$ cat src/rtl/shift_reg_pkg.sv
`default_nettype none
// +--------------------------------------------------------------------------+
// | shift_reg_pkg : mode and state encodings for the universal shift register |
// | Rev 1.0                                                                  |
// +--------------------------------------------------------------------------+
package shift_reg_pkg;

  typedef enum logic [1:0] {
    MODE_SLL = 2'b00,
    MODE_SRL = 2'b01,
    MODE_SRA = 2'b10,
    MODE_ROL = 2'b11
  } shift_mode_e;

  typedef enum logic [0:0] {
    ST_IDLE  = 1'b0,
    ST_SHIFT = 1'b1
  } shift_state_e;

endpackage : shift_reg_pkg
`default_nettype wire

$ cat src/rtl/shift_step.sv
`default_nettype none
// +--------------------------------------------------------------------------+
// | shift_step : combinational single-bit shift/rotate unit                  |
// | Rev 1.0                                                                  |
// +--------------------------------------------------------------------------+
module shift_step
  import shift_reg_pkg::*;
#(
  parameter int WIDTH = 16
) (
  input  shift_mode_e      i_mode,
  input  logic [WIDTH-1:0] i_din,
  output logic [WIDTH-1:0] o_dout
);

  always_comb begin
    o_dout = i_din;
    case (i_mode)
      MODE_SLL: o_dout = {i_din[WIDTH-2:0], 1'b0};
      MODE_SRL: o_dout = {1'b0, i_din[WIDTH-1:1]};
      MODE_SRA: o_dout = {i_din[WIDTH-1], i_din[WIDTH-1:1]};
      MODE_ROL: o_dout = {i_din[WIDTH-2:0], i_din[WIDTH-1]};
      default:  o_dout = i_din;
    endcase
  end

endmodule : shift_step
`default_nettype wire

$ cat src/rtl/shift_reg_u.sv
`default_nettype none
// +--------------------------------------------------------------------------+
// | shift_reg_u : loadable register with multi-cycle shift/rotate, 1 bit/clk |
// | Rev 1.0                                                                  |
// +--------------------------------------------------------------------------+
module shift_reg_u
  import shift_reg_pkg::*;
#(
  parameter  int WIDTH = 16,
  localparam int AMT_W = $clog2(WIDTH + 1)
) (
  input  logic             clk,
  input  logic             rst,
  input  logic [WIDTH-1:0] din,
  input  logic             ld,
  input  logic             start,
  input  logic [1:0]       mode,
  input  logic [AMT_W-1:0] amt,
  output logic [WIDTH-1:0] dout,
  output logic             busy,
  output logic             done
);

  shift_state_e     r_state;
  shift_mode_e      r_mode;
  logic [AMT_W-1:0] r_cnt;
  logic [WIDTH-1:0] r_data;
  logic             r_done;
  logic [WIDTH-1:0] w_step;

  shift_step #(
    .WIDTH (WIDTH)
  ) u_step (
    .i_mode (r_mode),
    .i_din  (r_data),
    .o_dout (w_step)
  );

  always_ff @(posedge clk) begin
    if (rst) begin
      r_state <= ST_IDLE;
      r_mode  <= MODE_SLL;
      r_cnt   <= '0;
      r_data  <= '0;
      r_done  <= 1'b0;
    end else begin
      r_done <= 1'b0;
      case (r_state)
        ST_IDLE: begin
          if (ld) begin
            r_data <= din;
          end else if (start) begin
            // A zero-length request completes immediately without entering SHIFT
            if (amt == '0) begin
              r_done <= 1'b1;
            end else begin
              r_mode  <= shift_mode_e'(mode);
              r_cnt   <= amt;
              r_state <= ST_SHIFT;
            end
          end
        end
        ST_SHIFT: begin
          r_data <= w_step;
          r_cnt  <= r_cnt - 1'b1;
          if (r_cnt == AMT_W'(1)) begin
            r_state <= ST_IDLE;
            r_done  <= 1'b1;
          end
        end
        default: r_state <= ST_IDLE;
      endcase
    end
  end

  assign dout = r_data;
  assign busy = (r_state == ST_SHIFT);
  assign done = r_done;

endmodule : shift_reg_u
`default_nettype wire

$ cat config.mk
export PLATFORM = sky130hd
export DESIGN_NAME = shift_reg_u
export DESIGN_NICKNAME = d
export VERILOG_FILES = /design/src/rtl/shift_reg_pkg.sv /design/src/rtl/shift_step.sv /design/src/rtl/shift_reg_u.sv
export SDC_FILE = /design/constraint.sdc
export NUM_CORES = 1
export LEC_CHECK = 0
export BUFFER_PORTS_ARGS = -buffer_cell sky130_fd_sc_hd__buf_2
export CAP_MARGIN = 30
export CORE_MARGIN = 1.5
export CORE_UTILIZATION = 48
export CTS_BUF_LIST = sky130_fd_sc_hd__clkbuf_2
export CTS_CLUSTER_SIZE = 14
export DETAILED_ROUTE_END_ITERATION = 10
export PLACE_DENSITY = 0.78
export SETUP_SLACK_MARGIN = 0.3
export SYNTH_ARGS = -nofsm -noshare
export SYNTH_HDL_FRONTEND = slang
export SYNTH_HIERARCHICAL = 1
export SYNTH_SLANG_ARGS = --single-unit
$ cat constraint.sdc
create_clock -name clk -period 1.3 [get_ports clk]
set_input_delay 0.325 -clock clk [delete_from_list [all_inputs] [get_ports clk]]
set_output_delay 0.325 -clock clk [all_outputs]
set_load 0.05 [all_outputs]
Word-level counts from Yosys, hierarchy flattened
Index checks and enable logic that the tools add are counted.

word-level totals
  flip-flop bits (word level) = 25
  output and inout port bits = 18
  bits of input ports = 27

operators by class
  reduce and logical (&&, ||, !) cells = 5
  bitwise operators = 3
  muxes and demuxes = 17
  add/sub/neg operators = 1
  equal/unequal tests = 9

operators by type and width
  kind                                                                 number
  16-bit case mux with 4 select lines                                  1
  16-bit case mux with 2 select lines                                  1
  16-bit two-way mux                                                   1
  5-bit two-way mux                                                    3
  2-bit != test (second input constant)                                5
  5-bit case mux with 2 select lines                                   1
  1-bit two-way mux                                                    8
  5-bit by 1-bit == test with 1-bit output (second input constant)     1
  5-bit logical NOT                                                    1
  5-bit by 1-bit subtractor with 5-bit output (second input constant)  1
  2-bit == test (second input constant)                                2
  1-bit case mux with 2 select lines                                   2
  4-bit AND reduction                                                  1
  1-bit inverter                                                       3
  3-bit AND reduction                                                  1
  2-bit by 1-bit == test with 1-bit output (second input constant)     1
  2-bit logical NOT                                                    1
  2-bit AND reduction                                                  1

Logic depth before layout (Yosys ltp)
Gate-level depths: netlist of run 1.

  word-level depth = 5
  depth in mapped cells = 6
  gate-level depth less buffers = 5

By module
Netlist of run 1, hierarchy kept.

modules (own cells, without submodules)
  module       seq. area each (um^2)  cells an instance  area each (um^2)  instances
  shift_reg_u  500.5                  137                1192.4            1
  shift_step   0.0                    23                 271.5             1

Worst setup path after synthesis of run 1
OpenSTA, ideal clock, no wires.

  path kind = flip-flop to flip-flop
  start = reg r_state (netlist: busy)
  end = reg r_cnt[4]
  buffers on the path = 0
  required time = 1.229 ns
  data arrival time = 1.557 ns
  setup time = 0.071 ns
  path slack = -0.328 ns
  cell stages (with the launch flop) = 5
  cell sequence = dfxtp_1 > inv_2 > or4b_1 > o22a_1 > a21oi_1

on the way
  longest elaborated chain between the ends = 3

RTL lines
  item                           RTL line           text
  from (decl)                    shift_reg_u.sv:24  shift_state_e r_state;
  from (signal assigned)         shift_reg_u.sv:41  r_state <= ST_IDLE;
  from (signal assigned)         shift_reg_u.sv:59  r_state <= ST_SHIFT;
  from (signal assigned)         shift_reg_u.sv:67  r_state <= ST_IDLE;
  1-bit inverter (no line)       n/a
  2-bit != test (no line)        n/a
  3-bit AND reduction (no line)  n/a
  to (signal assigned)           shift_reg_u.sv:58  r_cnt <= amt;
  to (signal assigned)           shift_reg_u.sv:65  r_cnt <= r_cnt - 1'b1;
  to (decl)                      shift_reg_u.sv:26  logic [AMT_W-1:0] r_cnt;

Several ways; a longest one is shown, not always the timed one.
A chain may end at the register's enable or synchronous reset.

Final worst setup path of run 1
  start = reg r_mode[0]
  end = reg r_data[13] (netlist: dout[13])

on the way
  longest elaborated chain between the ends = 3

RTL lines
  item                                         RTL line           text
  from (decl)                                  shift_reg_u.sv:25  shift_mode_e r_mode;
  from (signal assigned)                       shift_reg_u.sv:57  r_mode <= shift_mode_e'(mode);
  2-bit == test, or another cell as far along  shift_step.sv:18   case (i_mode)
  16-bit case mux with 4 select lines (*)      shift_step.sv:18
  via w_step[13]                               shift_reg_u.sv:29  logic [WIDTH-1:0] w_step;
  16-bit case mux with 2 select lines (*)      shift_reg_u.sv:48  case (r_state)
  to (signal assigned)                         shift_reg_u.sv:51  r_data <= din;
  to (signal assigned)                         shift_reg_u.sv:64  r_data <= w_step;
  to (decl)                                    shift_reg_u.sv:27  logic [WIDTH-1:0] r_data;

Mark *: on every way through the listed nets, which the timed path passes. The rest lies on a longest branch.

==> impl_metrics.csv, run 1 <==
group,metric,value,unit
setup_path,cp.required,1.61,ns
setup_path,cp-end-kind,"flip-flop",
setup_path,rrSetupSlack,-0.1,ns
layout,fill_cells,110,
timing,worst_slack,-0.0985,ns
timing,whs,0.139,ns
layout,area_growth,72.9,%
timing,period_needed,1.40,ns
setup_path,worstPathArrival,1.71,ns
synthesis,synthTopCellsByArea,"dfxtp_1, mux2i_1, mux2_4",
global_routing,antenna_found_initial,0,
floorplan,die_h,58.2,um
drt,wire_per_inst,19.9,um
timing,final.setup.tns,-1.00,ns
timing,fin_worst_skew,0.0187,ns
timing,rsz0062_at_grt,"true",
floorplan,die_w,58.2,um
layout,fin_area,0.00253,mm2
global_routing,grt_overflow_total,0,
outcome,failed_checks,"design-rule violations, negative setup slack",
timing,finalCritPeriodShare,1.08,
global_routing,grt_use_total,0.279,
clock_network,cts-buffers-inserted,3,
layout,multi_input_area,0.00111,mm2
floorplan,dieArea,0.00339,mm2
timing,worst_pin_slew,0.499,ns
synthesis,synth_seq_cells,25,
job,cap_viol_max_count,0,
timing,clock.fmax,0.715,GHz
clock_network,insertion_delay,0.40,ns
layout,num_antenna_cells,0,
drt,drtIter0Drc,125,
drt,firstDrtPassIters,7,
worst_hold_path,min_path_type,"input port to flip-flop",
placed_design,placed_area,0.00187,mm2
synthesis,syn_nets,189,
layout,final_nets,271,
global_routing,grt_pass1_wl,7110,um
clock_network,postCtsHoldBufs,0,
floorplan,initial_core_util,0.517,
synthesis,synth_edf_count,0,
setup_path,path_max_fanout,6,
outcome,outcome,"finished with violations",
setup_path,critPathLaunchType,"flip-flop",
floorplan,ios,45,
timing,slew_viol_final,0,
power,leakagePower,0.00116,uW
clock_network,htree_levels,1,
synthesis,synth_most_common_cell,"nor2_1",
clock_network,cts.clk_slew.worst_paths,0.27,ns
clock_network,clockBufferDepth,2,
synthesis,async_flop_share,0,
drt,post_drt_via_cell_ratio,5.91,
synthesis,seq_area_frac_synth,0.342,
synthesis,syn_area_per_cell,9.15,um2
layout,utilization,0.895,
synthesis,synthCells,160,
clock_network,cts_root_buf,"clkbuf_2",
synthesis,synth_cell_types,33,
global_routing,grt_max_degree,26,
floorplan,rows,19,
synthesis,synth_top_area_frac,0.342,
synthesis,synthTopCellsByCount,"nor2_1, dfxtp_1, mux2i_1",
timing,setup_viol,19,
setup_path,critPathKind,"flip-flop to flip-flop",
synthesis,yosysTopAreaCell,"dfxtp_1",
drt,drt-total-wl,5400,um
layout,regArea,538,um2
synthesis,syn_area,0.00146,mm2
synthesis,synth_ff_type,"dfxtp_1",
clock_network,cts.sinks,25,
placed_design,io_buffers,44,
global_routing,grt_pass1_vias,1493,
drt,drc,3,
power,vdd_drop_max,0.000797,V
drt,num_vias,1608,
synthesis,yosysWarningCount,6,
power,power.density_cell_area,897,mW/mm2
floorplan,core-area,0.00283,mm2
drt,postRouteAntennaNets,0,
placed_design,dp_hpwl,2560,um
timing,relSlewSlack,0.667,
placed_design,gp_congestion,0.902,
clock_network,cts_tree,"done",
timing,finalHoldViolCount,0,
layout,final_layout_size_suffix_gt1_frac,0.689,
-- metrics by stage --
stage / cells / setup WS [ns] / total power [uW]
after global placement: 240 / -0.297 / 1550
final: 272 / -0.0985 / 2270
after CTS: 268 / -0.0808 / 2140
after detailed placement: 240 / -0.358 / 1570
after floorplan: 160 / -0.137 / 1390
after global routing: 272 / -0.127 / 2340
-- critical path, stage by stage, from the launching register on --
cell and delay, ns:
dfxtp_4 0.43, xnor2_4 0.18, buf_6 0.16, mux2_4 0.32, a21oi_4 0.14, nor2_1 0.07
-- metal layers --
metal	vias up	track usage	part of all wire
li1	731	-	-
met1	758	0.345	0.39
met2	96	0.485	0.50
met3	23	0.0379	0.058
met4	0	0.113	0.046
met5	-	0	0
-- sequential cells by signal (all words and copies together) (netlist names) --
register	count
r_mode	2
busy	1
dout	16
done	1
r_cnt	5
-- where the power goes --
group | switching [uW] | total, uW | leakage, uW | internal, uW
Sequential | 61.8 | 894 | 0.000215 | 833
Combinational | 523 | 1030 | 0.000927 | 511
Clock | 274 | 343 | 0.0000164 | 69.5
-- cells by family (layout without fill, tap and decap cells) --
logic type	after synthesis	in the layout	synth area share
mux	36	36	0.284
simple gates	45	45	0.133
flops	25	25	0.342
buf+inv	15	96	0.0470
compound gates	34	34	0.154
fa+ha+maj	2	2	0.0171
xor+xnor	3	3	0.0231
-- cell usage in the layout (no fill, tap or decap), types with 3 or more instances in the layout --
| cell type | netlist | routed |
|---|---|---|
| buf_6 | 1 | 7 |
| inv_2 | 1 | 3 |
| a21oi_4 | 0 | 3 |
| buf_4 | 0 | 36 |
| dfxtp_2 | 0 | 18 |
| mux2i_1 | 22 | 22 |
| buf_12 | 0 | 3 |
| dfxtp_1 | 25 | 3 |
| clkbuf_2 | 1 | 3 |
| buf_2 | 3 | 25 |
| dfxtp_4 | 0 | 4 |
| a21oi_2 | 0 | 14 |
| a211oi_1 | 5 | 4 |
| mux2_4 | 10 | 14 |
| buf_8 | 0 | 17 |
| nor2_1 | 37 | 35 |
-- worst paths after layout --
path | startpoint | end | depth (start not counted)
hold reg to reg | r_cnt[4]$_SDFFE_PP0P_ | r_cnt[4]$_SDFFE_PP0P_ | 2
setup reg to reg | r_mode[0]$_SDFFE_PP0P_ | dout[13]$_SDFFE_PP0P_ | 5
hold / removal | mode[1] | r_mode[1]$_SDFFE_PP0P_ | 3
setup / recovery | r_mode[0]$_SDFFE_PP0P_ | dout[13]$_SDFFE_PP0P_ | 5
-- cell type report --
| type | count | area share |
|---|---|---|
| Sequential cell | 25 | 0.213 |
| Multi-Input combinational cell | 120 | 0.438 |
| Timing Repair Buffer | 89 | 0.322 |
| Inverter | 3 | 0.00445 |
| Clock buffer | 3 | 0.00593 |
| Clock inverter | 1 | 0.00198 |
| Tap cell | 31 | 0.0153 |
-- timing repair --
item / CTS / global route
pin swaps: 13 / 5
setup endpoints to repair: 43 / 43
cloned: 0 / 2
buffers inserted: 24 / 2
resized for setup: 105 / 13
Note: power is estimated with default switching activity, not from simulation.
==> run 2: changes to the inputs <==
--- a/config.mk
+++ b/config.mk
@@ -8,11 +8,11 @@
 export BUFFER_PORTS_ARGS = -buffer_cell sky130_fd_sc_hd__buf_2
 export CAP_MARGIN = 30
 export CORE_MARGIN = 1.5
-export CORE_UTILIZATION = 48
+export CORE_UTILIZATION = 53
 export CTS_BUF_LIST = sky130_fd_sc_hd__clkbuf_2
 export CTS_CLUSTER_SIZE = 14
 export DETAILED_ROUTE_END_ITERATION = 10
-export PLACE_DENSITY = 0.78
+export PLACE_DENSITY = 0.82
 export SETUP_SLACK_MARGIN = 0.3
 export SYNTH_ARGS = -nofsm -noshare
 export SYNTH_HDL_FRONTEND = slang
==> constraint.sdc (replaced) <==
create_clock -name clk -period 1.6 [get_ports clk]
set_input_delay 0.4 -clock clk [delete_from_list [all_inputs] [get_ports clk]]
set_output_delay 0.4 -clock clk [all_outputs]
set_load 0.05 [all_outputs]
==> impl_metrics.csv, run 2 (synthesis results as in run 1) <==
group,metric,value,unit
outcome,outcome,"finished, final reports clean",
timing,finalHoldViolCount,0,
setup_path,critPathKind,"flip-flop to flip-flop",
drt,post_drt_via_cell_ratio,6.24,
placed_design,io_buffers,44,
timing,period_needed,1.51,ns
worst_hold_path,min_path_type,"input port to flip-flop",
layout,final_layout_size_suffix_gt1_frac,0.634,
clock_network,cts_tree,"done",
drt,wire_per_inst,20.7,um
floorplan,rows,18,
clock_network,cts-buffers-inserted,3,
layout,fin_area,0.00234,mm2
power,power.density_cell_area,751,mW/mm2
timing,finalCritPeriodShare,0.947,
layout,fin_cells,262,
global_routing,antenna_found_initial,0,
global_routing,grt_max_degree,26,
layout,regArea,548,um2
setup_path,cp_slowest_cell,"dfxtp_4",
setup_path,path_max_fanout,7,
layout,num_antenna_cells,0,
drt,postRouteAntennaNets,0,
clock_network,clockBufferDepth,2,
floorplan,die_w,55.6,um
placed_design,place_inst,231,
setup_path,worstPathArrival,1.78,ns
setup_path,reg2reg_depth,5,
clock_network,insertion_delay,0.37,ns
setup_path,critPathLaunchType,"flip-flop",
layout,fill_cells,100,
drt,num_vias,1635,
layout,multi_input_area,0.00102,mm2
layout,mostFrequentLayoutCells,"nor2_1, buf_4, buf_2",
setup_path,crit_path_max_incr_delay,0.42,ns
global_routing,grt_use_total,0.304,
timing,final.setup.tns,0,ns
power,vdd_drop_max,0.000672,V
floorplan,core-area,0.00254,mm2
worst_hold_path,hold-path-cell-count,3,
setup_path,cp_cell_sequence,"xnor2_4 -> clkbuf_16 -> mux2_4 -> a21oi_1 -> nor2_1",
clock_network,cts.sinks,25,
power,leakagePower,0.00109,uW
timing,slew_viol_final,0,
clock_network,htree_levels,1,
layout,mostFrequentLayoutCell,"nor2_1",
setup_path,cp-end-kind,"flip-flop",
floorplan,die_h,55.6,um
drt,firstDrtPassIters,4,
drt,wl_met2,2820,um
floorplan,ios,45,
layout,final_nets,262,
timing,relSlewSlack,0.686,
drt,drc,0,
timing,rsz0062_at_grt,"true",
floorplan,dieArea,0.00309,mm2
timing,worst_pin_slew,0.472,ns
setup_path,cp.required,1.87,ns
layout,area_growth,59.9,%
placed_design,gp_congestion,0.778,
global_routing,grt_pass1_wl,7500,um
global_routing,grt_overflow_total,0,
floorplan,initial_core_util,0.575,
layout,largest_register_ffs,16,
drt,top_layer,"met4",
timing,setup_viol,0,
drt,drt-met1-wl,2010,um
job,cap_viol_max_count,0,
timing,clock.fmax,0.660,GHz
drt,wl_met3,371,um
drt,drtIter0Drc,92,
global_routing,grt_pass1_vias,1585,
placed_design,placed_area,0.00175,mm2
placed_design,dp_hpwl,2500,um
clock_network,cts.clk_slew.worst_paths,0.23,ns
drt,drt-total-wl,5430,um
clock_network,cts_root_buf,"clkbuf_2",
timing,fin_worst_skew,0.0171,ns
[run 2: timing repair]
item,in CTS,in global routing
hold buffers,0,0
pin swaps,15,7
gates cloned,1,0
setup endpoints to repair,35,39
buffers inserted,20,6
gates resized for setup,86,27
[run 2: area by class of cell]
cell class                      instances  area share
Multi-Input combinational cell        120       0.437
Timing Repair Buffer                   80       0.300
Sequential cell                        25       0.234
Inverter                                3     0.00481
Tap cell                               30      0.0160
Clock buffer                            4     0.00855
[run 2: worst max-delay path: cells and delay by family, from the launching register on]
kind	cells	cell delay, ns
muxes	1	0.29
xor gates and xnor gates	1	0.23
buffers and inverters	1	0.20
AOI/OAI and AO/OA	1	0.20
DFF	1	0.42
and+or+nand+nor	1	0.08
[run 2: metrics by stage]
stage               worst slack, ns  utilization  hold slack (ns)  total power, uW
CTS                           0.193        0.865            0.301             1640
global route                 0.0943        0.920            0.295             1810
floorplan                    0.0885            -            0.458             1090
detailed placement           -0.115        0.686            0.521             1220
global placement            -0.0540        0.686            0.513             1200
finish                       0.0851        0.920            0.311             1760
[run 2: final timing paths]
check,from,endpoint,slack (ns)
worst min register to register,r_cnt[4]$_SDFFE_PP0P_,r_cnt[4]$_SDFFE_PP0P_,0.56
worst max-delay path,r_mode[0]$_SDFFE_PP0P_,dout[8]$_SDFFE_PP0P_,0.09
worst min-delay path,mode[1],r_mode[1]$_SDFFE_PP0P_,0.31
worst max register to register,r_mode[0]$_SDFFE_PP0P_,dout[8]$_SDFFE_PP0P_,0.09
[run 2: where the power goes]
group	leakage [uW]	total [uW]	internal, uW	switching (uW)
registers	0.000217	730	674	56.5
logic	0.000861	757	363	395
clock network	0.0000166	271	65.9	205
[run 2: layer usage]
layer  vias up  global-route usage
met4         0               0.157
met1       780               0.353
met5         -                   0
met2       112               0.537
li1        714                   -
met3        29              0.0422
